**config.mk**
```make
export PLATFORM = sky130hd
export DESIGN_NAME = bcd_countdown_timer
export DESIGN_NICKNAME = d
export VERILOG_FILES = /design/src/rtl/bcd_countdown_timer.sv
export SDC_FILE = /design/constraint.sdc
export NUM_CORES = 1
export LEC_CHECK = 0
export ABC_AREA = 1
export CAP_MARGIN = 20
export CORE_MARGIN = 10
export CORE_UTILIZATION = 48
export DETAILED_ROUTE_END_ITERATION = 12
export GPL_TIMING_DRIVEN = 0
export PLACE_DENSITY = 0.81
export SYNTH_ARGS = -nofsm -noshare
export SYNTH_HDL_FRONTEND = slang
export SYNTH_SLANG_ARGS = --single-unit
```
**constraint.sdc**
```tcl
create_clock -name clk -period 1.6 [get_ports clk]
set_input_delay 0.24 -clock clk [delete_from_list [all_inputs] [get_ports clk]]
set_output_delay 0.24 -clock clk [all_outputs]
set_load 0.01 [all_outputs]
```
**src/rtl/bcd_countdown_timer.sv**
```systemverilog
// bcd_countdown_timer: M:SS round timer kept as BCD digits, frame-strobe paced.
// Optional low-time warning output built only when TIMER_WARN_EN is defined.
module bcd_countdown_timer #(
    parameter int MIN_DIGITS = 1,
    parameter int TICK_DIV   = 60,
    parameter int START_MIN  = 2,
    parameter int START_SEC  = 0,
    parameter int WARN_SEC   = 10
) (
    input  logic                    clk,
    input  logic                    reset,
    input  logic                    frame_tick,
    input  logic                    count_up,
    input  logic                    start,
    input  logic                    pause,
    input  logic                    load,
    input  logic [4*MIN_DIGITS-1:0] load_min,
    input  logic [7:0]              load_sec,
    output logic [4*MIN_DIGITS-1:0] min_bcd,
    output logic [7:0]              sec_bcd,
    output logic                    running,
    output logic                    expired,
    output logic                    expired_pulse,
    output logic                    warn
);

    localparam int MW = 4 * MIN_DIGITS;
    localparam logic [7:0] TICK_LAST = 8'(TICK_DIV - 1);

    function automatic logic [MW-1:0] min_rst(input int v);
        logic [7:0] t;
        t = {4'((v / 10) % 10), 4'(v % 10)};
        return t[MW-1:0];
    endfunction

    function automatic logic [3:0] clamp9(input logic [3:0] d);
        return (d > 4'd9) ? 4'd9 : d;
    endfunction

    localparam logic [MW-1:0] RST_MIN = min_rst(START_MIN);
    localparam logic [7:0] RST_SEC =
        {4'(START_SEC / 10), 4'(START_SEC % 10)};
    localparam logic [MW-1:0] MAX_MIN = {MIN_DIGITS{4'h9}};

    typedef enum logic [1:0] {
        IDLE,
        RUN,
        PAUSED,
        EXPIRED
    } state_t;

    state_t        state_q, state_d;
    logic [7:0]    tick_q, tick_d;
    logic [MW-1:0] min_q, min_d;
    logic [7:0]    sec_q, sec_d;
    logic          running_q, running_d;
    logic          expired_q, expired_d;
    logic          pulse_q, pulse_d;

    logic [MW-1:0] dn_min, up_min, ld_min, step_min;
    logic [7:0]    dn_sec, up_sec, ld_sec, step_sec;
    logic          borrow, carry;
    logic          term_now, term_step;

    // One-second step in both directions, BCD borrow/carry chains.
    always_comb begin
        dn_min = min_q;
        dn_sec = sec_q;
        up_min = min_q;
        up_sec = sec_q;
        borrow = 1'b0;
        carry  = 1'b0;
        if (sec_q[3:0] != 4'd0) begin
            dn_sec[3:0] = sec_q[3:0] - 4'd1;
        end else begin
            dn_sec[3:0] = 4'd9;
            if (sec_q[7:4] != 4'd0) begin
                dn_sec[7:4] = sec_q[7:4] - 4'd1;
            end else begin
                dn_sec[7:4] = 4'd5;
                borrow = 1'b1;
            end
        end
        if (sec_q[3:0] != 4'd9) begin
            up_sec[3:0] = sec_q[3:0] + 4'd1;
        end else begin
            up_sec[3:0] = 4'd0;
            if (sec_q[7:4] != 4'd5) begin
                up_sec[7:4] = sec_q[7:4] + 4'd1;
            end else begin
                up_sec[7:4] = 4'd0;
                carry = 1'b1;
            end
        end
        for (int i = 0; i < MIN_DIGITS; i++) begin
            if (borrow) begin
                if (min_q[4*i +: 4] != 4'd0) begin
                    dn_min[4*i +: 4] = min_q[4*i +: 4] - 4'd1;
                    borrow = 1'b0;
                end else begin
                    dn_min[4*i +: 4] = 4'd9;
                end
            end
            if (carry) begin
                if (min_q[4*i +: 4] != 4'd9) begin
                    up_min[4*i +: 4] = min_q[4*i +: 4] + 4'd1;
                    carry = 1'b0;
                end else begin
                    up_min[4*i +: 4] = 4'd0;
                end
            end
        end
    end

    // Direction select and terminal detection for the current mode.
    always_comb begin
        step_min = count_up ? up_min : dn_min;
        step_sec = count_up ? up_sec : dn_sec;
        if (count_up) begin
            term_now  = (min_q == MAX_MIN) && (sec_q == 8'h59);
            term_step = (step_min == MAX_MIN) && (step_sec == 8'h59);
        end else begin
            term_now  = (min_q == '0) && (sec_q == 8'h00);
            term_step = (step_min == '0) && (step_sec == 8'h00);
        end
    end

    // Load value with out-of-range digits clamped.
    always_comb begin
        ld_min = '0;
        for (int i = 0; i < MIN_DIGITS; i++) begin
            ld_min[4*i +: 4] = clamp9(load_min[4*i +: 4]);
        end
        ld_sec[7:4] = (load_sec[7:4] > 4'd5) ? 4'd5 : load_sec[7:4];
        ld_sec[3:0] = clamp9(load_sec[3:0]);
    end

    // Next state, tick counter and value; load > pause > start > tick.
    always_comb begin
        state_d = state_q;
        tick_d  = tick_q;
        min_d   = min_q;
        sec_d   = sec_q;
        if (load) begin
            state_d = IDLE;
            tick_d  = 8'd0;
            min_d   = ld_min;
            sec_d   = ld_sec;
        end else if (pause) begin
            if (state_q == RUN) state_d = PAUSED;
        end else if (start && (state_q == IDLE ||
                               state_q == PAUSED)) begin
            state_d = term_now ? EXPIRED : RUN;
        end else if (state_q == RUN && frame_tick) begin
            if (tick_q == TICK_LAST) begin
                tick_d = 8'd0;
                // A mode flip can leave RUN sitting on the terminal
                // value; expire there instead of wrapping around.
                if (term_now) begin
                    state_d = EXPIRED;
                end else begin
                    min_d = step_min;
                    sec_d = step_sec;
                    if (term_step) state_d = EXPIRED;
                end
            end else begin
                tick_d = tick_q + 8'd1;
            end
        end
        running_d = (state_d == RUN);
        expired_d = (state_d == EXPIRED);
        pulse_d   = (state_d == EXPIRED) && (state_q != EXPIRED);
    end

    // State, value and status registers.
    always_ff @(posedge clk) begin
        if (reset) begin
            state_q   <= IDLE;
            tick_q    <= 8'd0;
            min_q     <= RST_MIN;
            sec_q     <= RST_SEC;
            running_q <= 1'b0;
            expired_q <= 1'b0;
            pulse_q   <= 1'b0;
        end else begin
            state_q   <= state_d;
            tick_q    <= tick_d;
            min_q     <= min_d;
            sec_q     <= sec_d;
            running_q <= running_d;
            expired_q <= expired_d;
            pulse_q   <= pulse_d;
        end
    end

    assign min_bcd       = min_q;
    assign sec_bcd       = sec_q;
    assign running       = running_q;
    assign expired       = expired_q;
    assign expired_pulse = pulse_q;

`ifdef TIMER_WARN_EN
    logic [6:0]  min_bin;
    logic [12:0] total;
    logic        warn_q, warn_d;

    // Remaining-seconds threshold on the value being registered.
    always_comb begin
        min_bin = '0;
        for (int i = MIN_DIGITS - 1; i >= 0; i--) begin
            min_bin = 7'(min_bin * 7'd10 + 7'(min_d[4*i +: 4]));
        end
        total = 13'(min_bin) * 13'd60
              + 13'(sec_d[7:4]) * 13'd10
              + 13'(sec_d[3:0]);
        warn_d = (state_d == RUN || state_d == PAUSED)
              && !count_up
              && (total <= 13'(WARN_SEC));
    end

    // Warning register.
    always_ff @(posedge clk) begin
        if (reset) warn_q <= 1'b0;
        else       warn_q <= warn_d;
    end

    assign warn = warn_q;
`else
    // Threshold only matters when the warning logic is built.
    assign warn = 1'b0 && (WARN_SEC > 0);
`endif

endmodule

```
==> impl_metrics.csv, run 1 <==
group,metric,value,unit
run_status,status,"finished with violations",
run_status,violations,"setup timing",
drt,num_vias,2356,
logic_synthesis,synth_top_area_share,0.257,
layout,fin_util,0.664,
timing,maxSlewViolCount,0,
layout,insertedDiodeCount,0,
critical_path,cp-endpoint,"min_bcd[1]",
critical_path,critPathCaptureType,"flip-flop",
critical_path,cp.required,1750,ps
cts,cts_buffer_depth,2,
critical_path,rrSetupSlack,-360,ps
timing,finalCritPeriodShare,1.23,
logic_synthesis,syn-num-nets,360,
drt,dr.pass1.iters,5,
die,coreArea,3970,sq um
power_and_ir_drop,p_leak,0.00122,uW
die,die_w,83.7,microns
cts,clock-sinks,25,
worst_hold_path,holdCritPathClass,"in -> reg",
logic_synthesis,synth_edf_count,0,
logic_synthesis,ys_seq_elements,25,
drt,wl_per_cell,13.3,microns
die,num_rows,23,
logic_synthesis,syn-instance-count,340,
cts,cts_root_buf,"clkbuf_8",
timing,whs,417,ps
layout,drive_gt1_frac,0.229,
power_and_ir_drop,p_total,1590,uW
critical_path,reg2reg_depth,12,
cts,numCtsBuffers,3,
logic_synthesis,ys_warn_count,0,
timing,skew,7.66,ps
drt,wl,5.86,mm
global_route,grt_max_degree,14,
logic_synthesis,synth.area.top_cells,"dfxtp_1, nand2_1, nor2_1, inv_1, nand3_1",
drt,avgViaCountPerCell,5.37,
logic_synthesis,yosysTopAreaCell,"dfxtp_1",
critical_path,path_class,"reg -> reg",
drt,drt_first_iter_violations,158,
logic_synthesis,netlist_top_cells_count,"nand2_1, nor2_1, inv_1, nand3_1, dfxtp_1",
drt,ant_nets,0,
global_route,grt_pass1_vias,2112,
placement,post-place-ws,-664,ps
logic_synthesis,synth-main-ff-cell,"dfxtp_1",
logic_synthesis,synthArstFlopShare,0,
timing,tightest_slew,584,ps
timing,setup_violations,16,
logic_synthesis,synth_seq_area_share,0.257,
die,dieArea,7010,sq um
global_route,grt_pass1_wl,9.40,mm
die,io_pins,35,
logic_synthesis,post_synth.cell_area_avg,5.73,sq um
timing,relSlewSlack,0.611,
cts,clk_transition_reported_paths,90,ps
timing,rsz0062_at_grt,"yes",
critical_path,startpoint_type,"flip-flop",
global_route,grt.overflow.total,0,
power_and_ir_drop,p_per_area,601,nW/um^2
layout,layout.nets,410,
placement,dp_hpwl,4.22,mm
critical_path,startpoint,"sec_bcd[2]",
timing,worst_slack,-364,ps
cts,tritoncts,"yes",
cts,clk_latency,270,ps
layout,syn_to_final_growth,35.4,%
die,die_h,83.7,microns
logic_synthesis,synth.distinct_cells,37,
run,drv_cap,0,
critical_path,cp_data_arrival_time,2120,ps
placement,port_buffers,32,
critical_path,r2r-start,"sec_bcd[2]",
drt,drc,0,
timing,period_needed,1960,ps
timing,finalHoldViolations,0,
timing,max_freq,0.509,GHz
global_route,grt_usage,0.155,
critical_path,r2r-end,"min_bcd[1]",
cts,htreeDepth,1,
die,initial_utilization,0.491,
logic_synthesis,synth.most_common_cell,"nand2_1",
logic_synthesis,synth_area,1950,sq um
global_route,antenna_found_initial,0,
power_and_ir_drop,vdd_ir_drop_max,449,uV
critical_path,crit_fanout,10,
placement,globalplace.congestion,0.951,
==> routing by layer <==
layer  GRT usage  routed length, microns
met1       0.180                    2500
met3      0.0371                     390
met4      0.0502                      83
met5           0                       0
met2       0.268                    2880
==> how the worst min path moves through the flow <==
stage	startpoint	to	slack (ps)	cells after the start
CTS	reset	sec_bcd[6]	400	2
floorplan	load_min[3]	min_bcd[3]	400	2
finish	reset	sec_bcd[6]	420	2
global placement	tick_q[1]	tick_q[1]	470	2
global route	reset	state_q[1]	420	2
detailed placement	tick_q[5]	tick_q[6]	480	2
==> critical path, cell delays in order (launching register included) <==
cell and delay (ps):
dfxtp_4 390, inv_4 80, nand2_2 70, nor2_4 170
nand2_1 100, or3_1 330, nand2_2 110, inv_2 40
nand2_1 70, nand2_2 80, buf_6 150, o21ai_0 160
nand2_1 70
==> layout by cell type, fill, tap and decap left out, types with 3 or more instances in the layout <==
master and instances:
inv_1 35, nand3_1 28, nor2_1 36, nor2_4 7
a31oi_1 4, nor3_1 4, buf_4 16, nand2_2 15
nand3_2 3, inv_2 6, dfxtp_2 5, o21ai_1 3
nor2_2 11, dfxtp_4 7, a21oi_1 14, nand2_1 97
clkbuf_8 3, inv_4 3, o21ai_0 12, clkdlybuf4s50_1 29
dfxtp_1 13, nand4_1 4
==> metrics by stage <==
step,area (sq um),std cells,setup TNS (ps)
after CTS,2520,433,-4440
after floorplan,2000,340,-1540
after detailed placement,2380,422,-10980
final,2640,439,-4640
after global placement,2380,422,-10580
after global routing,2640,439,-7000
==> sequential cells by signal (all words and copies together), names as in the netlist <==
| signal | cells |
|---|---|
| expired | 1 |
| expired_pulse | 1 |
| min_bcd | 4 |
| running | 1 |
| sec_bcd | 8 |
| state_q | 2 |
| tick_q | 8 |
==> layout make-up <==
class,count,area (sq um)
clock buffer,4,45.0
tap,50,62.6
multi-input combinational,261,1330
timing repair buffer,46,432
buffer,8,51.3
inverter,45,181
sequential,25,533
fill,351,1330
==> timing repair <==
action                                  in CTS  in global routing
pin swaps                                   12                 11
resized for setup                           18                 31
endpoints found under the setup margin      17                 23
hold buffers                                 0                  0
buffers inserted                             8                  6
==> power by group <==
| part | internal [uW] | switching [uW] | leakage [uW] |
|---|---|---|---|
| clock | 178 | 204 | 0.0000228 |
| combinational | 227 | 289 | 0.000984 |
| sequential | 643 | 45.2 | 0.000210 |
==> logic make-up after synthesis <==
logic type | share of synthesized area
AOI/OAI and AO/OA | 0.136
xor gates and xnor gates | 0.00899
adders and majority gates | 0.00642
buffers and inverters | 0.112
DFF | 0.257
other | 0.00192
and+or+nand+nor | 0.478
No activity file was read; power rests on OpenSTA's default activity.
==> inputs of run 2 (changes only) <==
==> config.mk (replaced) <==
export PLATFORM = sky130hd
export DESIGN_NAME = bcd_countdown_timer
export DESIGN_NICKNAME = d
export VERILOG_FILES = /design/src/rtl/bcd_countdown_timer.sv
export SDC_FILE = /design/constraint.sdc
export NUM_CORES = 1
export LEC_CHECK = 0
export ABC_AREA = 0
export CAP_MARGIN = 20
export CORE_MARGIN = 10
export CORE_UTILIZATION = 30
export DETAILED_ROUTE_END_ITERATION = 12
export GPL_TIMING_DRIVEN = 1
export PLACE_DENSITY = 0.57
export SYNTH_ARGS = -nofsm -noshare
export SYNTH_HDL_FRONTEND = slang
export SYNTH_SLANG_ARGS = --single-unit
==> run 2 against run 1 <==
Compared with the run above: the run still ends with setup timing left; count of clock-buffer cells in the layout is 1 lower; area after synthesis is 2.5% lower; via count is 9.3% lower; sequential cell count stayed put; utilization is 13 points lower; cell area is 23% higher; sequential power is 3% lower; combinational power is 11% higher; critical path depth is 4 lower; die area is 42% higher; critical endpoint is now expired_pulse; largest power group unchanged; highest routed layer unchanged.
==> impl_metrics.csv, run 2 <==
group,metric,value,unit
logic_synthesis,yosysTopAreaCell,"dfxtp_1",
placement,placed_cell_area,2910,sq um
cts,clk_latency,270,ps
drt,ant_nets,0,
power_and_ir_drop,p_clk_frac,0.234,
cts,tritoncts,"yes",
critical_path,cp.required,1790,ps
placement,globalplace.congestion,0.829,
worst_hold_path,hold_start,"load_min[2]",
drt,num_vias,2138,
logic_synthesis,ys_warn_count,0,
worst_hold_path,holdCritPathClass,"in -> reg",
critical_path,critPathTopFamily,"simple AND/OR/NAND/NOR gates",
placement,dp.cells,414,
logic_synthesis,synth.most_common_cell,"nor2_1",
timing,tightest_slew,549,ps
global_route,grt.overflow.total,0,
layout,insertedDiodeCount,0,
critical_path,reg2reg_depth,8,
power_and_ir_drop,p_per_area,503,nW/um^2
logic_synthesis,synth_seq_area_share,0.263,
layout,fin_util,0.537,
critical_path,cp_data_arrival_time,2210,ps
cts,clock-sinks,25,
layout,post_layout_nonfiller_instances,425,
worst_hold_path,min_delay_worst_endpoint,"min_bcd[2]",
die,io_pins,35,
global_route,grt_usage,0.121,
critical_path,cp_slowest_stage_delay,370,ps
logic_synthesis,synth-main-ff-cell,"dfxtp_1",
drt,dr.pass1.iters,4,
run_status,violations,"setup timing",
power_and_ir_drop,power_frac_seq,0.412,
logic_synthesis,synth.area.top_cells,"dfxtp_1, nor2_1, nand2_1, a21oi_1, xor2_1",
drt,drc,0,
critical_path,rrSetupSlack,-420,ps
drt,wl_per_cell,14.3,microns
power_and_ir_drop,p_sw,508,uW
timing,relSlewSlack,0.631,
cts,numCtsBuffers,3,
critical_path,cp_slowest_cell,"dfxtp_4",
cts,htreeDepth,1,
logic_synthesis,post_synth.cell_area_avg,7.66,sq um
logic_synthesis,synth_top_area_share,0.263,
placement,post-place-ws,-744,ps
layout,layout_common_cells,"buf_4, nor2_1, clkdlybuf4s50_1",
timing,whs,527,ps
die,num_rows,28,
layout,fillers,588,
critical_path,r2r-end,"expired_pulse",
cts,clk_transition_reported_paths,90,ps
cts,cts.hold.buffers_added,0,
run_status,status,"finished with violations",
timing,maxSlewViolCount,0,
critical_path,path_class,"reg -> reg",
placement,port_buffers,33,
critical_path,crit_fanout,5,
power_and_ir_drop,power_frac_comb,0.354,
timing,max_freq,0.495,GHz
timing,period_needed,2020,ps
layout,multiInputGateArea,1540,sq um
logic_synthesis,syn-num-nets,268,
timing,rsz0062_at_grt,"yes",
drt,wl,6.08,mm
run,drv_cap,0,
cts,cts_buffer_depth,2,
logic_synthesis,synth_edf_count,0,
placement,dp_hpwl,4.63,mm
die,die_w,99.6,microns
drt,drt_first_iter_violations,82,
global_route,antenna_found_initial,0,
worst_hold_path,min_path_cells,3,
logic_synthesis,synthArstFlopShare,0,
layout,layout.nets,371,
logic_synthesis,synth_area,1900,sq um
layout,finalInstanceArea,3230,sq um
global_route,grt_max_degree,16,
power_and_ir_drop,internal-power,1120,uW
timing,setup_violations,16,
die,dieArea,9920,sq um
critical_path,r2r-start,"sec_bcd[3]",
logic_synthesis,netlist_top_cells_count,"nor2_1, dfxtp_1, nand2_1, a21oi_1, o21ai_0",
power_and_ir_drop,netSwitchingFraction,0.312,
layout,drive_gt1_frac,0.414,
layout,syn_to_final_growth,70.1,%
drt,avgViaCountPerCell,5.03,
timing,finalCritPeriodShare,1.26,
global_route,grt_pass1_vias,2151,
critical_path,cp_cell_sequence,"nor4_4, buf_4, nand3_4, a211oi_4, xnor2_2, and3_4, o21ai_4, a221oi_2",
layout,layout_commonest_cell,"buf_4",
timing,finalHoldViolations,0,
cts,cts_root_buf,"clkbuf_8",
logic_synthesis,syn-instance-count,248,
logic_synthesis,synth.distinct_cells,59,
power_and_ir_drop,vdd_ir_drop_max,301,uV
critical_path,critPathCaptureType,"flip-flop",
die,coreArea,6030,sq um
global_route,grt_pass1_wl,10.1,mm
layout,seqCellArea,524,sq um
logic_synthesis,ys_seq_elements,25,
die,die_h,99.6,microns
critical_path,crit_buf_inv,1,
timing,worst_slack,-422,ps
critical_path,startpoint_type,"flip-flop",
power_and_ir_drop,p_leak,0.00138,uW
die,initial_utilization,0.315,
timing,skew,7.97,ps
run 2: cell count changes after synthesis, moves of 5 or more:
| cell | change |
|---|---|
| inv_2 | -5 |
| xnor2_1 | +7 |
| inv_1 | -29 |
| clkbuf_1 | +5 |
| and2_1 | +5 |
| xor2_1 | +6 |
| mux2i_1 | +5 |
| nand3_1 | -17 |
| a211oi_1 | +5 |
| nor2_1 | -18 |
| nand2_1 | -86 |
run 2: metrics by stage:
step,power (uW),setup TNS [ps]
2_1_floorplan,956,-4300
3_3_place_gp,1210,-9450
3_5_place_dp,1210,-10060
4_1_cts,1630,-4920
5_1_grt,1720,-6350
6_report,1630,-4700
run 2: worst max-delay path by stage:
stage	cells after the start	end	start	slack, ps
after detailed placement	8	state_q[1]	count_up	-740
final	8	expired_pulse	sec_bcd[3]	-420
after global placement	9	expired_pulse	count_up	-710
after floorplan	7	expired_pulse	sec_bcd[3]	-400
after global routing	8	expired_pulse	sec_bcd[3]	-550
after CTS	8	expired_pulse	sec_bcd[3]	-380
run 2: logic make-up (layout without fill, tap and decap cells):
family / count (synthesis) / count (layout) / share of synthesized area
xor+xnor: 15 / 15 / 0.0691
mux: 7 / 7 / 0.0382
simple gates: 108 / 108 / 0.327
fa+ha+maj: 1 / 1 / 0.00658
flops: 25 / 25 / 0.263
compound gates: 63 / 63 / 0.227
buf+inv: 28 / 130 / 0.0671
other cells: 1 / 1 / 0.00197
run 2: what timing repair did:
action                     in CTS  in global routing
gates cloned                    1                  0
pin swaps                      25                 12
resized for setup              42                 17
setup endpoints to repair      23                 21
setup buffers                   7                  1
run 2: layout make-up:
cell class                 instances  share of cell area
clock inverter                     1             0.00232
clock buffer                       3              0.0128
timing repair buffer             115               0.305
tap                               75              0.0290
sequential                        25               0.162
multi-input combinational        195               0.476
inverter                          11              0.0128
run 2: worst min-delay path, delay by kind of cell:
family	cells	cell delay, ps
AO/OA/AOI/OAI	1	50
buffers and inverters	1	410
AND/OR/NAND/NOR	1	60
run 2: power by group through the flow:
stage | Sequential [uW] | Combinational [uW] | Clock, uW
after floorplan | 693 | 263 | 0
after global placement | 683 | 523 | 0
after detailed placement | 683 | 524 | 0
after CTS | 670 | 560 | 401
after global routing | 673 | 626 | 425
final | 670 | 576 | 381
run 2: per-layer routing:
layer	vias up	GRT usage	part of all wire
met4	0	0.0386	0.017
met5	-	0	0
met3	7	0.0291	0.059
met1	979	0.162	0.49
met2	49	0.185	0.44
li1	1103	-	-
